==> src/rtl/des_ctrl_pkg.sv <==
// Shared state encoding, stage indices and key-schedule helpers for the
// DES round sequencer.
package des_ctrl_pkg;

    typedef enum logic [3:0] {
        S_IDLE   = 4'd0,
        S_IPERM  = 4'd1,
        S_KSETUP = 4'd2,
        S_EXPAND = 4'd3,
        S_XOR    = 4'd4,
        S_SBOX   = 4'd5,
        S_PBOX   = 4'd6,
        S_RNDEND = 4'd7,
        S_FPERM  = 4'd8,
        S_DONE   = 4'd9,
        S_ERROR  = 4'd10
    } state_e;

    localparam int unsigned ST_IPERM  = 0;
    localparam int unsigned ST_KSETUP = 1;
    localparam int unsigned ST_EXPAND = 2;
    localparam int unsigned ST_XOR    = 3;
    localparam int unsigned ST_SBOX   = 4;
    localparam int unsigned ST_PBOX   = 5;
    localparam int unsigned ST_RNDEND = 6;
    localparam int unsigned ST_FPERM  = 7;

    // Key indices whose round key uses a single left shift.
    localparam int unsigned SHIFT1_SET [4] = '{1, 2, 9, 16};

    function automatic logic is_stage(input state_e s);
        return (s >= S_IPERM) && (s <= S_FPERM);
    endfunction

    function automatic logic is_round(input state_e s);
        return (s >= S_EXPAND) && (s <= S_RNDEND);
    endfunction

    function automatic logic [2:0] stage_of(input state_e s);
        case (s)
            S_IPERM:  return 3'(ST_IPERM);
            S_KSETUP: return 3'(ST_KSETUP);
            S_EXPAND: return 3'(ST_EXPAND);
            S_XOR:    return 3'(ST_XOR);
            S_SBOX:   return 3'(ST_SBOX);
            S_PBOX:   return 3'(ST_PBOX);
            S_RNDEND: return 3'(ST_RNDEND);
            S_FPERM:  return 3'(ST_FPERM);
            default:  return 3'd0;
        endcase
    endfunction

    function automatic int unsigned key_index(input int unsigned rnd, input logic dec,
                                              input int unsigned nr);
        if (rnd == 0) return 0;
        if (dec) return nr + 1 - rnd;
        return rnd;
    endfunction

    function automatic logic shift2_of(input int unsigned k);
        if (k == 0) return 1'b0;
        for (int unsigned i = 0; i < 4; i++) begin
            if (SHIFT1_SET[i] == k) return 1'b0;
        end
        return 1'b1;
    endfunction

endpackage

==> src/rtl/stage_watchdog.sv <==
// Per-stage timeout counter: cleared on stage entry, counts while enabled,
// flags expiry in the cycle the count reaches all-ones.
module stage_watchdog #(
    parameter int unsigned WDOG_W = 8
) (
    input  logic clk,
    input  logic reset,
    input  logic clear,
    input  logic enable,
    output logic expired
);

    logic [WDOG_W-1:0] cnt_q, cnt_d, cnt_inc;

    always_comb begin
        cnt_inc = cnt_q + WDOG_W'(1);
        cnt_d   = cnt_q;
        if (clear)       cnt_d = '0;
        else if (enable) cnt_d = cnt_inc;
        // Depends only on registered count so the controller may feed its
        // next state back into clear without a combinational loop.
        expired = enable && (cnt_inc == '1);
    end

    always_ff @(posedge clk or negedge reset) begin
        if (!reset) cnt_q <= '0;
        else        cnt_q <= cnt_d;
    end

endmodule

==> src/rtl/des_round_sequencer.sv <==
// Control sequencer stepping the DES datapath through IP, key setup,
// NUM_ROUNDS Feistel rounds and FP with go/ack handshakes and a watchdog.
module des_round_sequencer
    import des_ctrl_pkg::*;
#(
    parameter int unsigned NUM_ROUNDS = 16,
    parameter int unsigned ROUND_W    = 5,
    parameter int unsigned WDOG_W     = 8,
    parameter int unsigned NUM_STAGES = 8
) (
    input  logic                  clk,
    input  logic                  reset,
    input  logic                  start,
    input  logic                  mode_dec,
    input  logic                  abort,
    input  logic [NUM_STAGES-1:0] stage_ack,
    output logic [NUM_STAGES-1:0] stage_go,
    output logic [ROUND_W-1:0]    round,
    output logic [ROUND_W-1:0]    key_idx,
    output logic                  shift2,
    output logic                  busy,
    output logic                  done,
    output logic                  err,
    output logic [3:0]            state
);

    state_e                state_q, state_d;
    logic                  mode_q, mode_d;
    logic [ROUND_W-1:0]    rnd_q, rnd_d;
    logic                  err_q, err_d;
    logic [NUM_STAGES-1:0] go_q, go_d;
    logic [ROUND_W-1:0]    round_q, round_d;
    logic [ROUND_W-1:0]    key_q, key_d;
    logic                  sh_q, sh_d;
    logic                  busy_q, busy_d;
    logic                  done_q, done_d;
    logic                  cur_ack, wd_clear, wd_expired;

    stage_watchdog #(.WDOG_W(WDOG_W)) u_wdog (
        .clk     (clk),
        .reset   (reset),
        .clear   (wd_clear),
        .enable  (is_stage(state_q)),
        .expired (wd_expired)
    );

    always_comb begin
        state_d = state_q;
        mode_d  = mode_q;
        rnd_d   = rnd_q;
        err_d   = err_q;
        cur_ack = stage_ack[stage_of(state_q)];

        case (state_q)
            S_IDLE, S_ERROR: begin
                if (start) begin
                    mode_d  = mode_dec;
                    err_d   = 1'b0;
                    rnd_d   = ROUND_W'(1);
                    state_d = S_IPERM;
                end else if (abort && state_q == S_ERROR) begin
                    state_d = S_IDLE;
                end
            end
            S_DONE: state_d = S_IDLE;
            default: begin
                if (abort) begin
                    state_d = S_IDLE;
                    rnd_d   = '0;
                end else if (cur_ack) begin
                    case (state_q)
                        S_IPERM:  state_d = S_KSETUP;
                        S_KSETUP: state_d = S_EXPAND;
                        S_EXPAND: state_d = S_XOR;
                        S_XOR:    state_d = S_SBOX;
                        S_SBOX:   state_d = S_PBOX;
                        S_PBOX:   state_d = S_RNDEND;
                        S_RNDEND: begin
                            if (32'(rnd_q) < NUM_ROUNDS) begin
                                rnd_d   = rnd_q + ROUND_W'(1);
                                state_d = S_EXPAND;
                            end else begin
                                state_d = S_FPERM;
                            end
                        end
                        S_FPERM: begin
                            rnd_d   = '0;
                            state_d = S_DONE;
                        end
                        default: state_d = S_IDLE;
                    endcase
                end else if (wd_expired) begin
                    rnd_d   = '0;
                    err_d   = 1'b1;
                    state_d = S_ERROR;
                end
            end
        endcase

        wd_clear = (state_d != state_q) || !is_stage(state_q);

        // All outputs are computed from next-state values and registered.
        round_d = is_round(state_d) ? rnd_d : '0;
        key_d   = ROUND_W'(key_index(32'(round_d), mode_d, NUM_ROUNDS));
        sh_d    = shift2_of(32'(key_d));
        busy_d  = is_stage(state_d);
        done_d  = (state_d == S_DONE) && (state_q != S_DONE);
        go_d    = '0;
        if ((state_d != state_q) && is_stage(state_d)) go_d[stage_of(state_d)] = 1'b1;
    end

    always_ff @(posedge clk or negedge reset) begin
        if (!reset) begin
            state_q <= S_IDLE;
            mode_q  <= 1'b0;
            rnd_q   <= '0;
            err_q   <= 1'b0;
            go_q    <= '0;
            round_q <= '0;
            key_q   <= '0;
            sh_q    <= 1'b0;
            busy_q  <= 1'b0;
            done_q  <= 1'b0;
        end else begin
            state_q <= state_d;
            mode_q  <= mode_d;
            rnd_q   <= rnd_d;
            err_q   <= err_d;
            go_q    <= go_d;
            round_q <= round_d;
            key_q   <= key_d;
            sh_q    <= sh_d;
            busy_q  <= busy_d;
            done_q  <= done_d;
        end
    end

    assign stage_go = go_q;
    assign round    = round_q;
    assign key_idx  = key_q;
    assign shift2   = sh_q;
    assign busy     = busy_q;
    assign done     = done_q;
    assign err      = err_q;
    assign state    = state_q;

endmodule

==> config.mk <==
export PLATFORM = sky130hd
export DESIGN_NAME = des_round_sequencer
export DESIGN_NICKNAME = d
export VERILOG_FILES = /design/src/rtl/des_ctrl_pkg.sv /design/src/rtl/stage_watchdog.sv /design/src/rtl/des_round_sequencer.sv
export SDC_FILE = /design/constraint.sdc
export NUM_CORES = 1
export LEC_CHECK = 0
export CORE_AREA = 2 2 82 84
export DETAILED_ROUTE_END_ITERATION = 8
export DIE_AREA = 0 0 84 86
export PLACE_DENSITY = 0.65
export SYNTH_ARGS = -nofsm -noshare
export SYNTH_HDL_FRONTEND = slang
export SYNTH_SLANG_ARGS = --single-unit
==> constraint.sdc <==
create_clock -name clk -period 4.9 [get_ports clk]
set_clock_uncertainty 0.2 [all_clocks]
set_input_delay 0.98 -clock clk [delete_from_list [all_inputs] [get_ports clk]]
set_output_delay 0.98 -clock clk [all_outputs]
set_load 0.005 [all_outputs]
# Word level (Yosys, flattened, before mapping)
# Memories as Yosys holds them, arrays and structs flattened.
# Index checks and enable logic that the tools add are counted.
totals:
  latchBits: 0
  romBits: 96
  elab_cells: 129
  ramBits: 0
  inputBits: 13
  n_memories: 2
  reg_bits: 40
classes:
  n_reduce_logical: 17
  n_div: 0
  order_cmp: 10
  n_addsub: 3
  shift: 0
  multipliers: 0
  eq_ne: 21
  mux: 64
  bitwise_logic: 1
memory_table:
  columns: ["name", "depth", "word_bits", "rd", "rd_clocked_by_memory_dff", "wr", "line_no", "rtl"]
  rows:
  - ["(no name shown)", 16, 3, 1, 0, 0, "des_ctrl_pkg.sv:40", "case (s)"]
  - ["(no name shown)", 16, 3, 1, 0, 0, "des_ctrl_pkg.sv:40", null]
op_table:
  columns: ["operator", "count"]
  rows:
  - ["5-bit 2-to-1 mux", 9]
  - ["1-bit 2-to-1 mux", 38]
  - ["4-bit one-hot mux with 8 select lines", 1]
  - ["4-bit 2-to-1 mux", 6]
  - ["8-bit 2-to-1 mux", 3]
  - ["5-bit one-hot mux with 2 select lines", 2]
  - ["4-bit by 3-bit == test with 1-bit output, second input constant", 4]
  - ["4-bit == test, second input constant", 4]
  - ["5-bit zero test", 2]
  - ["8-bit by 1-bit adder with 8-bit output, second input constant", 1]
  - ["4-bit by 2-bit == test with 1-bit output, second input constant", 2]
  - ["8-bit == test, second input constant", 1]
  - ["4-bit by 1-bit greater-or-equal comparator with 1-bit output, second input constant", 2]
  - ["4-bit less-or-equal comparator, second input constant", 2]
  - ["1-bit logical AND", 8]
  - ["3-bit by 4-bit < comparator with 1-bit output, second input constant", 2]
  - ["4-bit one-hot mux with 2 select lines", 1]
  - ["5-bit by 1-bit adder with 5-bit output, second input constant", 1]
  - ["1-bit by 5-bit == test with 1-bit output, first input constant", 1]
  - ["2-bit by 5-bit == test with 1-bit output, first input constant", 1]
  - ["4-bit by 5-bit == test with 1-bit output, first input constant", 1]
  - ["5-bit == test, first input constant", 1]
  - ["5-bit < comparator, second input constant", 1]
  - ["5-bit AND reduction", 1]
  - ["19 further kinds", 21]

# Depth between registers and ports, before layout
logic_depth:
  depth_word: 29
  mapped_depth: 22

# By module
# Synthesis repeated with hierarchy kept, for this count alone.
unflattened:
  cells_unflattened: 303
  hier_area_um2: 2758.9
by_module_without_submodules:
  columns: ["mod", "instances", "cells_per_inst", "area_each_um2"]
  rows:
  - ["des_round_sequencer", 1, 255, 2294.7]
  - ["stage_watchdog", 1, 48, 464.2]

# Worst setup path after synthesis
# No wires, ideal clock.
synth_path:
  path_type: "register -> register"
  start: "reg state_q[0], in the netlist state[0]"
  end: "reg sh_q, in the netlist shift2"
  slack_ns: 0.193
  t_arrival_ns: 4.442
  path_stages_with_launch: 23
  cell_sequence: "dfrtp_1 -> clkbuf_1 -> inv_1 -> ha_1 -> clkbuf_2 -> mux2_4 -> mux2i_1 -> a2111o_1 -> o211a_1 -> buf_6 -> nand3_1 -> o21ai_0 -> a21oi_1 -> inv_1 -> ha_1 -> o21ai_2 -> and2b_1 -> inv_1 -> ha_1 -> xnor2_1 -> or4_1 -> o21ai_1 -> a22o_1"
synth_via:
  elab_chain_cells: 25
  elab_cells_between_ends: 76
  classes_between: "1 x add/sub; 4 x order compare; 14 x eq/ne; 48 x mux; 8 x reduce/logical; 1 x memory"
synth_lines:
  columns: ["element", "line_no", "rtl"]
  rows:
  - ["start, declared", "des_round_sequencer.sv:27", "state_e state_q, state_d;"]
  - ["start signal, assigned", "des_round_sequencer.sv:125", "state_q <= state_d;"]
  - ["branches (longest 6 deep; another with memory 16 x 3 bit)", null, null]
  - ["4-bit one-hot mux with 2 select lines *", "des_round_sequencer.sv:54", "case (state_q)"]
  - ["named net state_d[0]", "des_round_sequencer.sv:27", null]
  - ["4-bit by 2-bit greater-or-equal comparator with 1-bit output or 4-bit by 3-bit less-or-equal comparator with 1-bit output (tied branches)", "des_ctrl_pkg.sv:36", "return (s >= S_EXPAND) && (s <= S_RNDEND);"]
  - ["1-bit logical AND *", "des_ctrl_pkg.sv:36", null]
  - ["5-bit 2-to-1 mux *", "des_round_sequencer.sv:103", "round_d = is_round(state_d) ? rnd_d : '0;"]
  - ["named net round_d[1]", "des_round_sequencer.sv:32", "logic [ROUND_W-1:0] round_q, round_d;"]
  - ["5-bit subtractor", "des_ctrl_pkg.sv:56", "if (dec) return nr + 1 - rnd;"]
  - ["[... 2 more ...]", null, null]
  - ["5-bit 2-to-1 mux *", "des_ctrl_pkg.sv:56", null]
  - ["1-bit by 5-bit == test with 1-bit output or 4-bit by 5-bit == test with 1-bit output (tied branches)", "des_ctrl_pkg.sv:63", "if (SHIFT1_SET[i] == k) return 1'b0;"]
  - ["1-bit 2-to-1 mux", "des_ctrl_pkg.sv:63", null]
  - ["1-bit 2-to-1 mux, on equally long branches (3 in a row)", "des_ctrl_pkg.sv:63, des_ctrl_pkg.sv:62", null]
  - ["1-bit 2-to-1 mux (4 in a row)", "des_ctrl_pkg.sv:62", "for (int unsigned i = 0; i < 4; i++) begin"]
  - ["1-bit 2-to-1 mux", "des_ctrl_pkg.sv:65", "return 1'b1;"]
  - ["1-bit 2-to-1 mux *", "des_ctrl_pkg.sv:62", null]
  - ["named net sh_d", "des_round_sequencer.sv:34", "logic sh_q, sh_d;"]
  - ["end signal, assigned", "des_round_sequencer.sv:121", "sh_q <= 1'b0;"]
  - ["end signal, assigned", "des_round_sequencer.sv:132", "sh_q <= sh_d;"]
  - ["end, declared", "des_round_sequencer.sv:34", null]
# Mark *: on every way through the listed nets, which the timed path passes. The select of a mux whose other input is x is not followed.
# A chain may end at the register's enable or synchronous reset.

# Worst setup path after layout
layout_path:
  start: "reg state_q[1], in the netlist state[1]"
  end: "reg sh_q, in the netlist shift2"
# The elaborated chain is that of the path after synthesis.

==> flow_summary.yaml <==
grt:
  grt_pass1_vias: 2336
  overflow: 0
  grt_start_max_net_pins: 41
  track_usage_pct: 18.68
  grt_first_pass_wirelength_um: 11070
  antenna_found_initial: 0
routing:
  via_per_inst: 5.562
  drc: 0
  route.vias.total: 2386
  drt_iter0_drc: 95
  drt_wl_total_um: 6297
  wire_per_inst_um: 14.68
  drtPass1Iterations: 4
  ant_nets: 0
pwr:
  leakagePower_nw: 1.456
  power.density_nw_per_um2: 549.7
  peakVddDrop_uv: 341.8
synth:
  synth_top_family_by_area: "compound AO/OA/AOI/OAI gates"
  synth_area_um2: 2660
  synth_edf_count: 0
  synth_compound_area_share_pct: 23.28
  ys_seq_area_share_pct: 37.63
  avgSynthCellArea_um2: 8.779
  synth_cells: 303
  synthAdderAreaFrac_pct: 6.585
  yosysWarnings: 0
  synthSimpleGateAreaFrac_pct: 21.35
  ys_types: 62
  syn_nets: 330
  synth_mux_area_share_pct: 3.010
  synth_ff_type: "dfrtp_1"
  yosysTopAreaCell: "dfrtp_1"
  synth-async-reset-ratio_pct: 100.0
  synthTopCellsByArea: "dfrtp_1 (38%), ha_1 (6.6%), nor2_1 (4.8%)"
  synth-xor-area-share_pct: 2.634
  yosys_register_bits: 40
  netlist.area_leader.share_pct: 37.63
timing:
  maxSlewHeadroom_pct: 42.84
  whs_ns: 0.3298
  setup_viol_count_final: 0
  rsz0062_at_grt: "false"
  hold_viol_final: 0
  max_clock_freq_mhz: 223.0
  slew_viol_final: 0
  tightest_slew_ns: 0.8573
  setup_ws_ns: 0.4148
  fin_crit_sh_pct: 91.53
  period_needed_ns: 4.485
  setup_tns_ns: 0
critical_path:
  slowest_stage: "dfrtp_1"
  crit_type: "reg -> reg"
  crit_path_start_kind: "flop"
  crit_chain: "inv_1 -> ha_1 -> mux2_4 -> mux2_4 -> o2111ai_2 -> o211ai_2 -> buf_4 -> o21ai_1 -> a22o_1 -> ha_1 -> o21ai_2 -> and2b_1 -> inv_1 -> ha_1 -> xnor2_1 -> or4_1 -> o21ai_1 -> a22o_1"
  crit_path_frequent_cell: "ha_1"
  cp_max_fo: 10
  crit_required_ns: 4.93
  slowest_delay_ns: 0.48
  end_kind: "flop"
  worstPathArrival_ns: 4.52
placed_design:
  hpwl_um: 4733
  io_buffers: 38
  gp_congestion: 0.8854
  dp.cells: 421
  placed_area_um2: 3169
  place_ws_ns: 0.1762
floorplan:
  start_util_pct: 42.38
  num_rows: 29
  chipHeight_um: 86
  die_w_um: 84
  dieArea_um2: 7224
  core-area_um2: 6277
  io_pins: 39
clock_tree:
  path_clk_slew_ns: 0.08
  cts_tree: "done"
  h-tree-depth: 2
  clock_sinks: 40
  hold_buffers: 0
  clk_latency_ns: 0.29
  cts_root_buf: "clkbuf_8"
  numCtsBuffers: 5
  postCtsSetupRepairBufs: 0
  clockBufferDepth: 2
  cts_resized: 0
layout:
  fin_nets: 378
  final_common_cell: "dfrtp_1"
  synthToLayoutAreaGrowth_pct: 25.12
  drive_gt1_share_pct: 11.65
  stdcell_area_um2: 3328
  insertedDiodeCount: 0
  fin_cells: 429
  mostFrequentLayoutCells: "dfrtp_1 (40), clkdlybuf4s50_1 (37), nor2_1 (34)"
outcome:
  outcome: "finished, final reports clean"
min_path:
  hp-class: "reg -> reg"
job:
  maxCapViolations: 0
-- power by group --
| part | total, mW | switching [mW] | internal (mW) |
|---|---|---|---|
| clock network | 0.368 | 0.113 | 0.255 |
| registers | 0.423 | 0.0465 | 0.377 |
| logic | 1.04 | 0.617 | 0.422 |
-- Yosys cell counts, types with 3 or more instances --
cell,number
dfrtp_1,40
nor2_1,34
a21oi_1,22
inv_1,22
nand2_1,21
o21ai_0,18
ha_1,14
nand3_1,14
buf_2,5
mux2i_1,5
a211oi_1,4
and3_1,4
nand2b_1,4
nand4_1,4
nor2b_1,4
nor3_1,4
nor3b_1,4
or2_2,4
xnor2_1,4
xor2_1,4
a211o_1,3
a31oi_1,3
nand3b_1,3
o21ai_1,3
or3_1,3
-- critical path, delay by kind of cell (launching register included) --
kind                     cells  cell delay [ns]
buffers and inverters        3             0.35
XOR/XNOR                     1             0.13
flip-flops                   1             0.48
AO/OA/AOI/OAI                7             1.21
multiplexers                 2             0.65
AND/OR/NAND/NOR              2             0.62
adder cells (fa/ha/maj)      3             0.78
-- per-stage QoR --
stage | total power, mW | util [%]
after floorplan | 1.156 | -
after global placement | 1.438 | 50.49
after detailed placement | 1.456 | 50.49
after CTS | 1.832 | 53.02
after global routing | 1.984 | 53.02
final | 1.830 | 53.02
-- layer usage --
| metal | share of wire [%] | GRT usage, % | vias up |
|---|---|---|---|
| met4 | 1.1 | 4.545 | 0 |
| met5 | 0 | 0 | - |
| li1 | - | - | 1177 |
| met1 | 46 | 24.64 | 1150 |
| met3 | 3.0 | 3.465 | 9 |
| met2 | 49 | 32.00 | 50 |
-- flip-flops by register name, summed over array words and instances (netlist names), 4 cells and up --
name          cells
stage_go          8
u_wdog.cnt_q      8
key_idx           5
rnd_q             5
round             5
state             4
-- kinds of logic after synthesis --
logic type	Yosys count
buffers and inverters	33
AOI/OAI and AO/OA	88
and+or+nand+nor	113
DFF	40
xor gates and xnor gates	8
adders and majority gates	14
muxes	7
-- path summary, 6_finish.rpt --
path | slack (ns) | cells after the start | startpoint | end
max in group asynchronous | 3.37 | 1 | reset | key_idx[3]
min reg2reg | 0.33 | 1 | u_wdog.cnt_q[0] | u_wdog.cnt_q[0]
max | 0.41 | 18 | state[1] | shift2
min in group asynchronous | 0.60 | 1 | reset | u_wdog.cnt_q[3]
max reg2reg | 0.41 | 18 | state[1] | shift2
min | 0.33 | 1 | u_wdog.cnt_q[0] | u_wdog.cnt_q[0]
-- cell type report --
cell class / instances / area [µm²]
well taps: 77 / 96.34
flip-flops and latches: 40 / 1001
clock buffers: 5 / 68.82
repair buffers: 51 / 473.0
inverters: 23 / 86.33
clock inverters: 3 / 90.09
fillers: 592 / 2949
multi-input cells: 230 / 1513
(Power assumes the default switching activity.)
